===== config.mk =====
export PLATFORM = sky130hd
export DESIGN_NAME = time_set_ctrl_flat
export DESIGN_NICKNAME = d
export VERILOG_FILES = /design/src/rtl/world_clock_pkg.sv /design/src/rtl/time_set_ctrl_if.sv /design/src/rtl/btn_edge.sv /design/src/rtl/time_set_ctrl.sv /design/src/flat_wrapper.sv
export SDC_FILE = /design/constraint.sdc
export NUM_CORES = 1
export LEC_CHECK = 0
export CORE_MARGIN = 2
export CORE_UTILIZATION = 37
export CTS_CLUSTER_DIAMETER = 200
export DETAILED_ROUTE_END_ITERATION = 10
export GPL_TIMING_DRIVEN = 0
export PLACE_DENSITY_LB_ADDON = 0.12
export RECOVER_POWER = 50
export SLEW_MARGIN = 20
export SYNTH_ARGS = -nofsm -noshare
export SYNTH_HDL_FRONTEND = slang
export SYNTH_SLANG_ARGS = --single-unit
export TNS_END_PERCENT = 30

===== constraint.sdc =====
create_clock -name clk -period 1.55 [get_ports clk]
set_input_delay 0.31 -clock clk [delete_from_list [all_inputs] [get_ports clk]]
set_output_delay 0.31 -clock clk [all_outputs]
set_load 0.01 [all_outputs]

===== src/rtl/world_clock_pkg.sv =====
// Shared types and constants for the world-clock controller slice.
// Contents:
//   mode_t     - controller mode (RUN and the three SET modes)
//   constants  - counter moduli and the offset values used for mod-N decrements
//   next_mode  - mode sequence RUN -> SET_MIN -> SET_HR -> SET_ZONE -> RUN
//   min_dec / hr_dec - offset that decrements a counter by one modulo its range
package world_clock_pkg;

  typedef enum logic [1:0] {RUN, SET_MIN, SET_HR, SET_ZONE} mode_t;

  localparam int MIN_MOD = 60;
  localparam int HR_MOD  = 24;

  // The counters add offsets modulo 2^W. An all-ones offset is a decrement by
  // one; from zero the counter must land on MOD-1 instead of wrapping past it.
  localparam logic [5:0] MIN_DEC  = 6'd63;
  localparam logic [5:0] MIN_WRAP = 6'(MIN_MOD - 1);
  localparam logic [4:0] HR_DEC   = 5'd31;
  localparam logic [4:0] HR_WRAP  = 5'(HR_MOD - 1);

  function automatic mode_t next_mode(input mode_t m);
    case (m)
      RUN:     return SET_MIN;
      SET_MIN: return SET_HR;
      SET_HR:  return SET_ZONE;
      default: return RUN;
    endcase
  endfunction

  function automatic logic [5:0] min_dec(input logic [5:0] val);
    return (val != 6'd0) ? MIN_DEC : MIN_WRAP;
  endfunction

  function automatic logic [4:0] hr_dec(input logic [4:0] val);
    return (val != 5'd0) ? HR_DEC : HR_WRAP;
  endfunction

endpackage


===== src/rtl/time_set_ctrl_if.sv =====
// Bus between the time-set controller and the minute/hour counters.
// Signals:
//   min_val, hr_val, min_cycle         - counter state/carry into the controller
//   min_en, min_offset, hr_en,
//   hr_offset                          - counter control out of the controller
//   zone_sel, mode, blink              - display/zone side outputs
// Modports: master = controller, slave = counters/display.
interface time_set_ctrl_if;
  import world_clock_pkg::*;

  logic [5:0] min_val;
  logic [4:0] hr_val;
  logic       min_cycle;
  logic       min_en;
  logic [5:0] min_offset;
  logic       hr_en;
  logic [4:0] hr_offset;
  logic [1:0] zone_sel;
  mode_t      mode;
  logic       blink;

  modport master (
    input  min_val, hr_val, min_cycle,
    output min_en, min_offset, hr_en, hr_offset, zone_sel, mode, blink
  );

  modport slave (
    output min_val, hr_val, min_cycle,
    input  min_en, min_offset, hr_en, hr_offset, zone_sel, mode, blink
  );

endinterface


===== src/rtl/btn_edge.sv =====
// Rising-edge detector for an already-synchronized button level.
// Ports:
//   clk   - system clock
//   reset - asynchronous active-low reset (clears history)
//   lvl   - button level
//   rise  - high in the cycle where lvl is 1 and was 0 the cycle before
module btn_edge (
  input  logic clk,
  input  logic reset,
  input  logic lvl,
  output logic rise
);

  logic prev_q;

  always_ff @(posedge clk or negedge reset) begin
    if (!reset) prev_q <= 1'b0;
    else        prev_q <= lvl;
  end

  assign rise = lvl & ~prev_q;

endmodule


===== src/rtl/time_set_ctrl.sv =====
// Sequencing controller for the world-clock minute/hour counters.
// RUN: divides clk into seconds, pulses min_en once a minute, forwards the
// minute carry to the hour counter as hr_en. SET modes: turns up/down button
// edges into one-cycle offset pulses for minutes, hours or the zone index.
// Ports:
//   clk, reset          - clock, asynchronous active-low reset
//   btn_mode/up/down    - synchronized button levels
//   bus (master)        - counter/display bus, see time_set_ctrl_if
module time_set_ctrl
  import world_clock_pkg::*;
#(
  parameter int CLK_HZ    = 100,
  parameter int NUM_ZONES = 4
) (
  input  logic clk,
  input  logic reset,
  input  logic btn_mode,
  input  logic btn_up,
  input  logic btn_down,
  time_set_ctrl_if.master bus
);

  localparam int          PW         = $clog2(CLK_HZ);
  localparam logic [PW-1:0] PRESC_LAST = PW'(CLK_HZ - 1);
  localparam logic [PW-1:0] PRESC_HALF = PW'(CLK_HZ / 2 - 1);
  localparam logic [5:0]  SEC_LAST   = 6'(MIN_MOD - 1);
  localparam logic [1:0]  ZONE_LAST  = 2'(NUM_ZONES - 1);

  logic mode_rise, up_rise, down_rise;
  logic up_ev, down_ev;

  btn_edge u_mode (.clk(clk), .reset(reset), .lvl(btn_mode), .rise(mode_rise));
  btn_edge u_up   (.clk(clk), .reset(reset), .lvl(btn_up),   .rise(up_rise));
  btn_edge u_down (.clk(clk), .reset(reset), .lvl(btn_down), .rise(down_rise));

  // A mode edge swallows up/down; simultaneous up and down cancel.
  assign up_ev   = ~mode_rise & up_rise & ~down_rise;
  assign down_ev = ~mode_rise & down_rise & ~up_rise;

  mode_t         mode_q, mode_d;
  logic [PW-1:0] presc_q, presc_d;
  logic [5:0]    sec_q, sec_d;
  logic          min_en_q, min_en_d;
  logic          hr_en_q, hr_en_d;
  logic [5:0]    min_off_q, min_off_d;
  logic [4:0]    hr_off_q, hr_off_d;
  logic [1:0]    zone_q, zone_d;
  logic          blink_q, blink_d;
  logic          tick;

  assign tick = (presc_q == PRESC_LAST);

  always_ff @(posedge clk or negedge reset) begin
    if (!reset) begin
      mode_q    <= RUN;
      presc_q   <= '0;
      sec_q     <= '0;
      min_en_q  <= 1'b0;
      hr_en_q   <= 1'b0;
      min_off_q <= '0;
      hr_off_q  <= '0;
      zone_q    <= '0;
      blink_q   <= 1'b0;
    end else begin
      mode_q    <= mode_d;
      presc_q   <= presc_d;
      sec_q     <= sec_d;
      min_en_q  <= min_en_d;
      hr_en_q   <= hr_en_d;
      min_off_q <= min_off_d;
      hr_off_q  <= hr_off_d;
      zone_q    <= zone_d;
      blink_q   <= blink_d;
    end
  end

  always_comb begin
    mode_d    = mode_q;
    presc_d   = tick ? '0 : presc_q + 1'b1;
    sec_d     = sec_q;
    min_en_d  = 1'b0;
    hr_en_d   = 1'b0;
    min_off_d = '0;
    hr_off_d  = '0;
    zone_d    = zone_q;
    blink_d   = blink_q;

    unique case (mode_q)
      RUN: begin
        hr_en_d = bus.min_cycle;
        blink_d = 1'b0;
        if (tick) begin
          if (sec_q == SEC_LAST) begin
            sec_d    = '0;
            min_en_d = 1'b1;
          end else begin
            sec_d = sec_q + 6'd1;
          end
        end
      end
      SET_MIN: begin
        if (up_ev)        min_off_d = 6'd1;
        else if (down_ev) min_off_d = min_dec(bus.min_val);
      end
      SET_HR: begin
        if (up_ev)        hr_off_d = 5'd1;
        else if (down_ev) hr_off_d = hr_dec(bus.hr_val);
      end
      SET_ZONE: begin
        if (up_ev)        zone_d = (zone_q == ZONE_LAST) ? 2'd0 : zone_q + 2'd1;
        else if (down_ev) zone_d = (zone_q == 2'd0) ? ZONE_LAST : zone_q - 2'd1;
      end
    endcase

    // Set modes freeze seconds at 0 and blink twice per second.
    if (mode_q != RUN) begin
      sec_d = '0;
      if (tick || presc_q == PRESC_HALF) blink_d = ~blink_q;
    end

    if (mode_rise) begin
      mode_d = next_mode(mode_q);
      sec_d  = '0;
      // Returning to RUN restarts the second count from a clean boundary.
      if (mode_q == SET_ZONE) begin
        presc_d = '0;
        blink_d = 1'b0;
      end
    end
  end

  assign bus.min_en     = min_en_q;
  assign bus.min_offset = min_off_q;
  assign bus.hr_en      = hr_en_q;
  assign bus.hr_offset  = hr_off_q;
  assign bus.zone_sel   = zone_q;
  assign bus.mode       = mode_q;
  assign bus.blink      = blink_q;

endmodule


===== src/flat_wrapper.sv =====
// flat-port wrapper written by rule: the top's interface ports become plain ports
module time_set_ctrl_flat import world_clock_pkg::*;
#(
  parameter int CLK_HZ    = 100,
  parameter int NUM_ZONES = 4
)
  (clk, reset, btn_mode, btn_up, btn_down, bus_min_val, bus_hr_val, bus_min_cycle, bus_min_en, bus_min_offset, bus_hr_en, bus_hr_offset, bus_zone_sel, bus_mode, bus_blink);
  time_set_ctrl_if bus_i ();
  input  logic clk;
  input  logic reset;
  input  logic btn_mode;
  input  logic btn_up;
  input  logic btn_down;
  input wire logic [$bits(bus_i.min_val)-1:0] bus_min_val;
  input wire logic [$bits(bus_i.hr_val)-1:0] bus_hr_val;
  input wire logic [$bits(bus_i.min_cycle)-1:0] bus_min_cycle;
  output wire logic [$bits(bus_i.min_en)-1:0] bus_min_en;
  output wire logic [$bits(bus_i.min_offset)-1:0] bus_min_offset;
  output wire logic [$bits(bus_i.hr_en)-1:0] bus_hr_en;
  output wire logic [$bits(bus_i.hr_offset)-1:0] bus_hr_offset;
  output wire logic [$bits(bus_i.zone_sel)-1:0] bus_zone_sel;
  output wire logic [$bits(bus_i.mode)-1:0] bus_mode;
  output wire logic [$bits(bus_i.blink)-1:0] bus_blink;
  assign bus_i.min_val = bus_min_val;
  assign bus_i.hr_val = bus_hr_val;
  assign bus_i.min_cycle = bus_min_cycle;
  assign bus_min_en = bus_i.min_en;
  assign bus_min_offset = bus_i.min_offset;
  assign bus_hr_en = bus_i.hr_en;
  assign bus_hr_offset = bus_i.hr_offset;
  assign bus_zone_sel = bus_i.zone_sel;
  assign bus_mode = bus_i.mode;
  assign bus_blink = bus_i.blink;
  time_set_ctrl #(.CLK_HZ(CLK_HZ), .NUM_ZONES(NUM_ZONES)) u_core (.clk(clk), .reset(reset), .btn_mode(btn_mode), .btn_up(btn_up), .btn_down(btn_down), .bus(bus_i));
endmodule

==> flow_summary.ini, run 1 <==
[sta]
timing.final.crit_share = 1.03
timing.max_slew.rel_slack = 0.509
period_minus_slack_ns = 1.60
timing.final.max_slew_violations = 0
report.final.hold_viol_count = 0
worst_slack_ns = -0.0483
timing.fmax_mhz = 626
setup_viol_count_final = 2
timing_worst_slew_pin_value_ns = 0.736
rsz0062_at_grt = yes
fin_tns_setup_ns = -0.0504
finClkSkew_ns = 0.0136

[yosys]
synth-async-reset-ratio = 1.00
netlist_top_cells_area = dfrtp_1 50%, ha_1 8.7%, nor2_1 3.1%, xnor2_1 3.0%, buf_4 2.6%
number_of_distinct_library_cells_after_synthesis = 40
postSynthRegisterBits = 29
syn-num-nets = 164
postSynthAreaPerCell_um2 = 10.5
yosys_warnings = 0
post-synth-top-area-fraction = 0.504
synthesis.instances = 137
ys.flop_type = dfrtp_1
cell_taking_the_most_area_after_synthesis = dfrtp_1
synthesis.area_um2 = 1440
number_of_flops_mapped_to_enable_cells_by_yosys = 0
ys_seq_area_frac = 0.504

[die]
die-height_um = 66.4
core_region_area_um2 = 3690
floorplan.die_area_um2 = 4410
std_cell_rows = 22
floorplan.io_pins = 35
floorplan.initialDensity = 0.390
die_width_um = 66.4

[placement]
dpl.cell_count = 219
detailed_place_hpwl_um = 2070
place_congestion = 0.881
place.port_buffers = 34

[clocking]
cts-root-buf = clkbuf_8
ctsHoldBuffers = 0
cts_max_path_buffers = 2
worst_skew_pair.late_latency_ns = 0.29
cts.clk_slew.worst_paths_ns = 0.07
tritoncts = yes
tritoncts.num_buffers = 5
htree_levels = 2
cts.sinks = 29

[final_layout]
antenna_cells = 0
synthToLayoutAreaGrowth_pct = 36.8
instances_no_fill = 229
nets = 207
drive_above_1_share = 0.171
filler_cell_count = 344

[run_status]
violations = setup timing
run_status = finished, violations left

[critical_path]
timing.critical_path.arrival_ns = 1.82
worstPathMaxFanout = 4
worst-endpoint-required_ns = 1.77
cp-end-kind = flip-flop
timing.setup.critical_path_class = reg -> reg
start_kind = flip-flop

[grt]
pin_count_of_the_biggest_net_entering_global_routing = 30
grt_pass1_vias = 1116
grt_pass1_wl_um = 5060
number_of_antenna_violations_at_the_first_check_in_global_routing = 0
remaining_global_route_overflow = 0
track_usage = 0.155

[drt]
drt_iter0_drc = 48
vias_per_cell = 4.88
average_wire_per_cell_in_the_routed_design_um = 12.6
first_pass_iters = 4
drt-total-wl_um = 2890
num_vias = 1118
drc = 0
detail-route-antenna-nets = 0

[pwr]
worst_ir_drop_vdd_mv = 0.678
total_leakage_power_nw = 0.905
pwr_density_cell_nw_per_um2 = 1330

[run]
cap_violations = 0

[hold_path]
min_path_type = in -> async
## report_power, final
part           total, mW  switching, mW  internal (mW)
Clock              0.608          0.297          0.310
Combinational      0.933          0.449          0.483
Sequential          1.08          0.149          0.929
Total               2.62          0.896           1.72
## layer usage
| layer | GRT usage | vias to the layer above | part of all wire |
|---|---|---|---|
| li1 | - | 556 | - |
| met1 | 0.189 | 526 | 0.46 |
| met2 | 0.241 | 30 | 0.46 |
| met3 | 0.0647 | 6 | 0.064 |
| met4 | 0.0587 | 0 | 0.018 |
| met5 | 0 | - | 0 |
## cells in the mapped netlist, types with 2 or more instances
library cell / n
xnor2_1: 5
nand2_1: 10
a21oi_1: 5
or4_1: 2
ha_1: 10
and2_1: 4
o21ai_0: 5
dfrtp_1: 29
xor2_1: 3
nand2b_1: 2
nor2b_1: 2
nor2_1: 12
inv_1: 8
nand3_1: 4
o22ai_1: 2
buf_4: 5
mux2i_1: 2
and3_1: 3
or3_1: 3
## placed cells by master, fill, tap and decap left out, types with 2 or more instances in the layout
master,Yosys,layout
a21oi_1,5,5
xnor2_1,5,5
nor2b_1,2,2
ha_2,0,2
mux2i_1,2,2
clkbuf_8,0,5
and3_1,3,3
clkdlybuf4s50_1,0,24
nand2b_1,2,2
ha_1,10,8
inv_1,8,8
dfrtp_1,29,29
or2_4,1,2
dlygate4sd2_1,0,3
dlygate4sd3_1,0,2
buf_4,5,13
or4_1,2,2
nand2_1,10,10
clkinv_2,0,2
nor2_1,12,12
and2_1,4,4
or3_1,3,2
nand3_1,4,4
xor2_1,3,3
o21ai_0,5,5
## worst paths after layout
| kind | start | to | slack (ns) | cells past startpoint |
|---|---|---|---|---|
| worst min register to register | u_core.presc_q[0]$_DFF_PN0_ | u_core.presc_q[0]$_DFF_PN0_ | 0.55 | 2 |
| worst max register to register | u_core.presc_q[1]$_DFF_PN0_ | u_core.sec_q[2]$_DFFE_PN0P_ | -0.05 | 5 |
| max in group asynchronous | reset | u_core.bus.blink$_DFF_PN0_ | 1.00 | 1 |
| min in group clk | btn_up | u_core.u_up.prev_q$_DFF_PN0_ | 0.51 | 1 |
| worst min-delay path | reset | u_core.bus.min_en$_DFF_PN0_ | 0.07 | 1 |
| worst max-delay path | u_core.presc_q[1]$_DFF_PN0_ | u_core.sec_q[2]$_DFFE_PN0P_ | -0.05 | 5 |
## flip-flops by register name (all words and copies together) (netlist names)
| name | cells |
|---|---|
| u_core.sec_q | 6 |
| u_core.u_down.prev_q | 1 |
| u_core.bus.min_offset | 3 |
| u_core.bus.mode | 2 |
| u_core.bus.hr_offset | 3 |
| u_core.bus.zone_sel | 2 |
| u_core.u_mode.prev_q | 1 |
| u_core.bus.min_en | 1 |
| u_core.presc_q | 7 |
| u_core.bus.blink | 1 |
| u_core.bus.hr_en | 1 |
| u_core.u_up.prev_q | 1 |
## logic make-up after synthesis
kind of cell | Yosys count | synth area share
buffers and inverters | 15 | 0.0530
multiplexers | 2 | 0.0139
XOR/XNOR | 8 | 0.0487
adder cells (fa/ha/maj) | 10 | 0.0869
AND/OR/NAND/NOR | 52 | 0.197
flip-flops | 29 | 0.504
AO/OA/AOI/OAI | 21 | 0.0964
## per-stage QoR
stage | util | worst slack (ns) | total power, mW | hold slack (ns) | cell area [um^2]
after detailed placement | 0.498 | -0.271 | 1.99 | 0.379 | 1840
final | 0.534 | -0.0483 | 2.62 | 0.0740 | 1970
after global routing | 0.534 | -0.125 | 2.83 | 0.119 | 1970
after global placement | 0.500 | -0.351 | 1.96 | 0.479 | 1840
after CTS | 0.532 | -0.0552 | 2.64 | 0.0690 | 1960
after floorplan | - | -0.00647 | 1.62 | 0.0144 | 1440
## critical path: stages, from the launching register on
cell and delay, ns:
dfrtp_1 0.38, ha_2 0.19, nand4b_1 0.17, or3_4 0.40, a211o_1 0.28, a21oi_1 0.11
## timing repair
action	in CTS	in global routing
resized for setup	13	3
setup buffers	4	0
endpoints found under the setup margin	18	12
pin swaps	4	1
## final cells by class
class,instances,area [um^2],share of cell area
clock inverter,2,10.0,0.00508
inverter,8,30.0,0.0152
buffer,5,37.5,0.0191
tap,48,60.1,0.0305
multi-input combinational,93,682,0.346
timing repair buffer,38,352,0.179
sequential,29,726,0.368
clock buffer,6,72.6,0.0368
Power figures use the tool's default switching activity.
==> run 2, diff against run 1 <==
- CAP_MARGIN: unset -> 20
- CTS_CLUSTER_SIZE: unset -> 20
==> results of run 2 <==
Same layout as run 1: the final DEF is identical, and so are final timing and power.
==> run 3, diff against run 2 <==
- MAX_ROUTING_LAYER: unset -> met4
- SYNTH_HIERARCHICAL: unset -> 1
==> run 3 against run 2 <==
  * The run still ends with setup timing left
  * Die area grew 1.2%
  * Cell count rose by 1.7%
  * Combinational power is 0.6% lower
  * Hold slack gained 0.011 ns
  * Via count increased by 3.6%
  * Largest cell class unchanged
  * Largest power group unchanged
  * Highest routed layer unchanged
==> flow_summary.ini, run 3 <==
[placement]
place.port_buffers = 34
detailed_place_hpwl_um = 2170
place_congestion = 0.793
dpl.cell_count = 220

[yosys]
ys.flop_type = dfrtp_1
number_of_flops_mapped_to_enable_cells_by_yosys = 0
synthesis.area_um2 = 1460
netlist_top_cells_area = dfrtp_1 50%, ha_1 7.7%, nor2_1 3.6%, xnor2_1 3.0%, nor2b_4 2.8%
postSynthAreaPerCell_um2 = 10.6
post-synth-top-area-fraction = 0.497
syn-num-nets = 164
synth_top_cells_by_count = 29 x dfrtp_1, 14 x nor2_1, 9 x ha_1, 9 x nand2_1
synth-async-reset-ratio = 1.00
ys_seq_area_frac = 0.497
synthesis.instances = 138
number_of_distinct_library_cells_after_synthesis = 37
cell_taking_the_most_area_after_synthesis = dfrtp_1
postSynthRegisterBits = 29
yosys_warnings = 6
yosys.cell_count.top_type = dfrtp_1

[clocking]
cts_max_path_buffers = 2
htree_levels = 2
cts.sinks = 29
cts.clk_slew.worst_paths_ns = 0.06
worst_skew_pair.late_latency_ns = 0.27
tritoncts = yes
ctsHoldBuffers = 0
tritoncts.num_buffers = 5
cts-root-buf = clkbuf_8

[final_layout]
largest_reg_flops = 7
nets = 211
mostFrequentLayoutCell = dfrtp_1
regMostFlops = u_core/presc_q
drive_above_1_share = 0.243
filler_cell_count = 357
instances_no_fill = 233
biggestRegsByFlops = u_core/presc_q (7), u_core/sec_q (6)
synthToLayoutAreaGrowth_pct = 39.7
utilization = 0.548
layout.cells.most_common_list = 27 x dfrtp_1, 20 x clkdlybuf4s50_1, 17 x buf_4
antenna_cells = 0

[critical_path]
worstPathMaxFanout = 4
timing.setup.critical_path_class = reg -> reg
reg_to_reg_start = u_core/presc_q[2]$_DFF_PN0_
startpoint = u_core/presc_q[2]$_DFF_PN0_
cp-end-kind = flip-flop
timing.critical_path.slowest_cell_delay_ns = 0.48
crit_path_cell_trace = or3b_4 > or2_4 > or4_4 > a21oi_2
critPathSlowestCell = or4_4
r2r_setup_slack_ns = -0.20
r2r.worst_path.cells = 4
timing.critical_path.arrival_ns = 1.95
timing.rr.end = u_core/sec_q[2]$_DFFE_PN0P_
cp-endpoint = u_core/sec_q[2]$_DFFE_PN0P_
start_kind = flip-flop
worst-endpoint-required_ns = 1.75

[drt]
drt_iter0_drc = 56
drc = 0
average_wire_per_cell_in_the_routed_design_um = 13.4
vias_per_cell = 4.97
first_pass_iters = 4
num_vias = 1158
detail-route-antenna-nets = 0
drt-total-wl_um = 3120

[sta]
finClkSkew_ns = 0.00469
hold_ws_ns = 0.0847
timing.fmax_mhz = 572
worst_slack_ns = -0.199
timing_worst_slew_pin_value_ns = 0.728
rsz0062_at_grt = yes
fin_tns_setup_ns = -0.526
timing.final.max_slew_violations = 0
timing.final.crit_share = 1.13
timing.max_slew.rel_slack = 0.515
period_minus_slack_ns = 1.75
report.final.hold_viol_count = 0
setup_viol_count_final = 4

[run_status]
violations = setup timing
run_status = finished, violations left

[pwr]
worst_ir_drop_vdd_mv = 0.656
total_leakage_power_nw = 0.929
switchingPower_uw = 826
comb_power_share = 0.361
pwr_density_cell_nw_per_um2 = 1260
clkPwrFrac = 0.233
internal-power_mw = 1.74
sw_frac_of_total = 0.321
power_frac_seq = 0.406

[die]
std_cell_rows = 22
floorplan.io_pins = 35
floorplan.initialDensity = 0.393
core_region_area_um2 = 3720
die_width_um = 66.8
floorplan.die_area_um2 = 4460
die-height_um = 66.8

[grt]
track_usage = 0.161
grt_pass1_wl_um = 5090
pin_count_of_the_biggest_net_entering_global_routing = 30
remaining_global_route_overflow = 0
number_of_antenna_violations_at_the_first_check_in_global_routing = 0
grt_pass1_vias = 1177

[run]
cap_violations = 0

[hold_path]
min_path_type = in -> async
-- run 3: cell count changes after synthesis, sizes merged, moves of 2 or more --
cell    previous run  this run
nor2b              2         4
nor4bb             0         2
nor3b              1         4
nor2              12        14
or3                3         1
mux2i              2         0
o221ai             0         2
a21oi              5         8
-- run 3: stage by stage --
step                total power, mW  setup slack (ns)  instance area, um^2
finish                         2.57            -0.199                 2040
global route                   2.77            -0.235                 2040
CTS                            2.52            -0.191                 1970
detailed placement             1.85            -0.464                 1850
global placement               1.81            -0.397                 1860
floorplan                      1.51            -0.157                 1460
-- run 3: power by group through the flow --
stage | clock, mW | combinational, mW | sequential [mW]
floorplan | 0 | 0.435 | 1.07
global placement | 0 | 0.748 | 1.07
detailed placement | 0 | 0.773 | 1.07
CTS | 0.627 | 0.861 | 1.03
global route | 0.670 | 1.03 | 1.07
finish | 0.600 | 0.927 | 1.04
-- run 3: per-layer routing --
layer | routed length [um] | vias up | GRT usage
met5 | 0 | - | -
met4 | 20 | 0 | 0.0638
met3 | 109 | 2 | 0.0557
met2 | 1710 | 18 | 0.271
met1 | 1270 | 570 | 0.174
li1 | - | 568 | -
-- run 3: worst min-delay path by stage --
stage,slack (ns),cells past startpoint,to,from
finish,0.08,1,u_core/presc_q[5]$_DFF_PN0_,reset
global route,0.13,1,u_core/presc_q[2]$_DFF_PN0_,reset
CTS,0.08,1,u_core/bus.min_en$_DFF_PN0_,reset
detailed placement,0.38,1,u_core/presc_q[5]$_DFF_PN0_,reset
global placement,0.50,1,u_core/presc_q[0]$_DFF_PN0_,u_core/presc_q[0]$_DFF_PN0_
floorplan,0.01,0,u_core/bus.blink$_DFF_PN0_,reset
-- run 3: layout make-up --
type                    count  area [um^2]  share of cell area
flip-flops and latches     29          728               0.357
clock buffers               7         86.3              0.0424
repair buffers             41          373               0.183
multi-input cells          94          718               0.352
plain buffers               6         42.5              0.0209
well taps                  48         60.1              0.0295
inverters                   8         30.0              0.0147
-- run 3: cell families after synthesis --
kind of cell / count (synthesis) / share of synthesized area
flip-flops: 29 / 0.497
AND/OR/NAND/NOR: 53 / 0.218
XOR/XNOR: 7 / 0.0420
buffers and inverters: 15 / 0.0515
adder cells (fa/ha/maj): 9 / 0.0772
AO/OA/AOI/OAI: 25 / 0.114
-- run 3: timing repair --
action | 4_1_cts | 5_1_grt
pin swaps | 2 | 3
resized for setup | 16 | 13
setup buffers | 4 | 3
setup endpoints to repair | 20 | 18
-- run 3: critical path, delay by kind of cell (launching register included) --
kind,cells,cell delay (ns)
compound gates,1,0.15
flops,1,0.38
simple gates,3,1.16
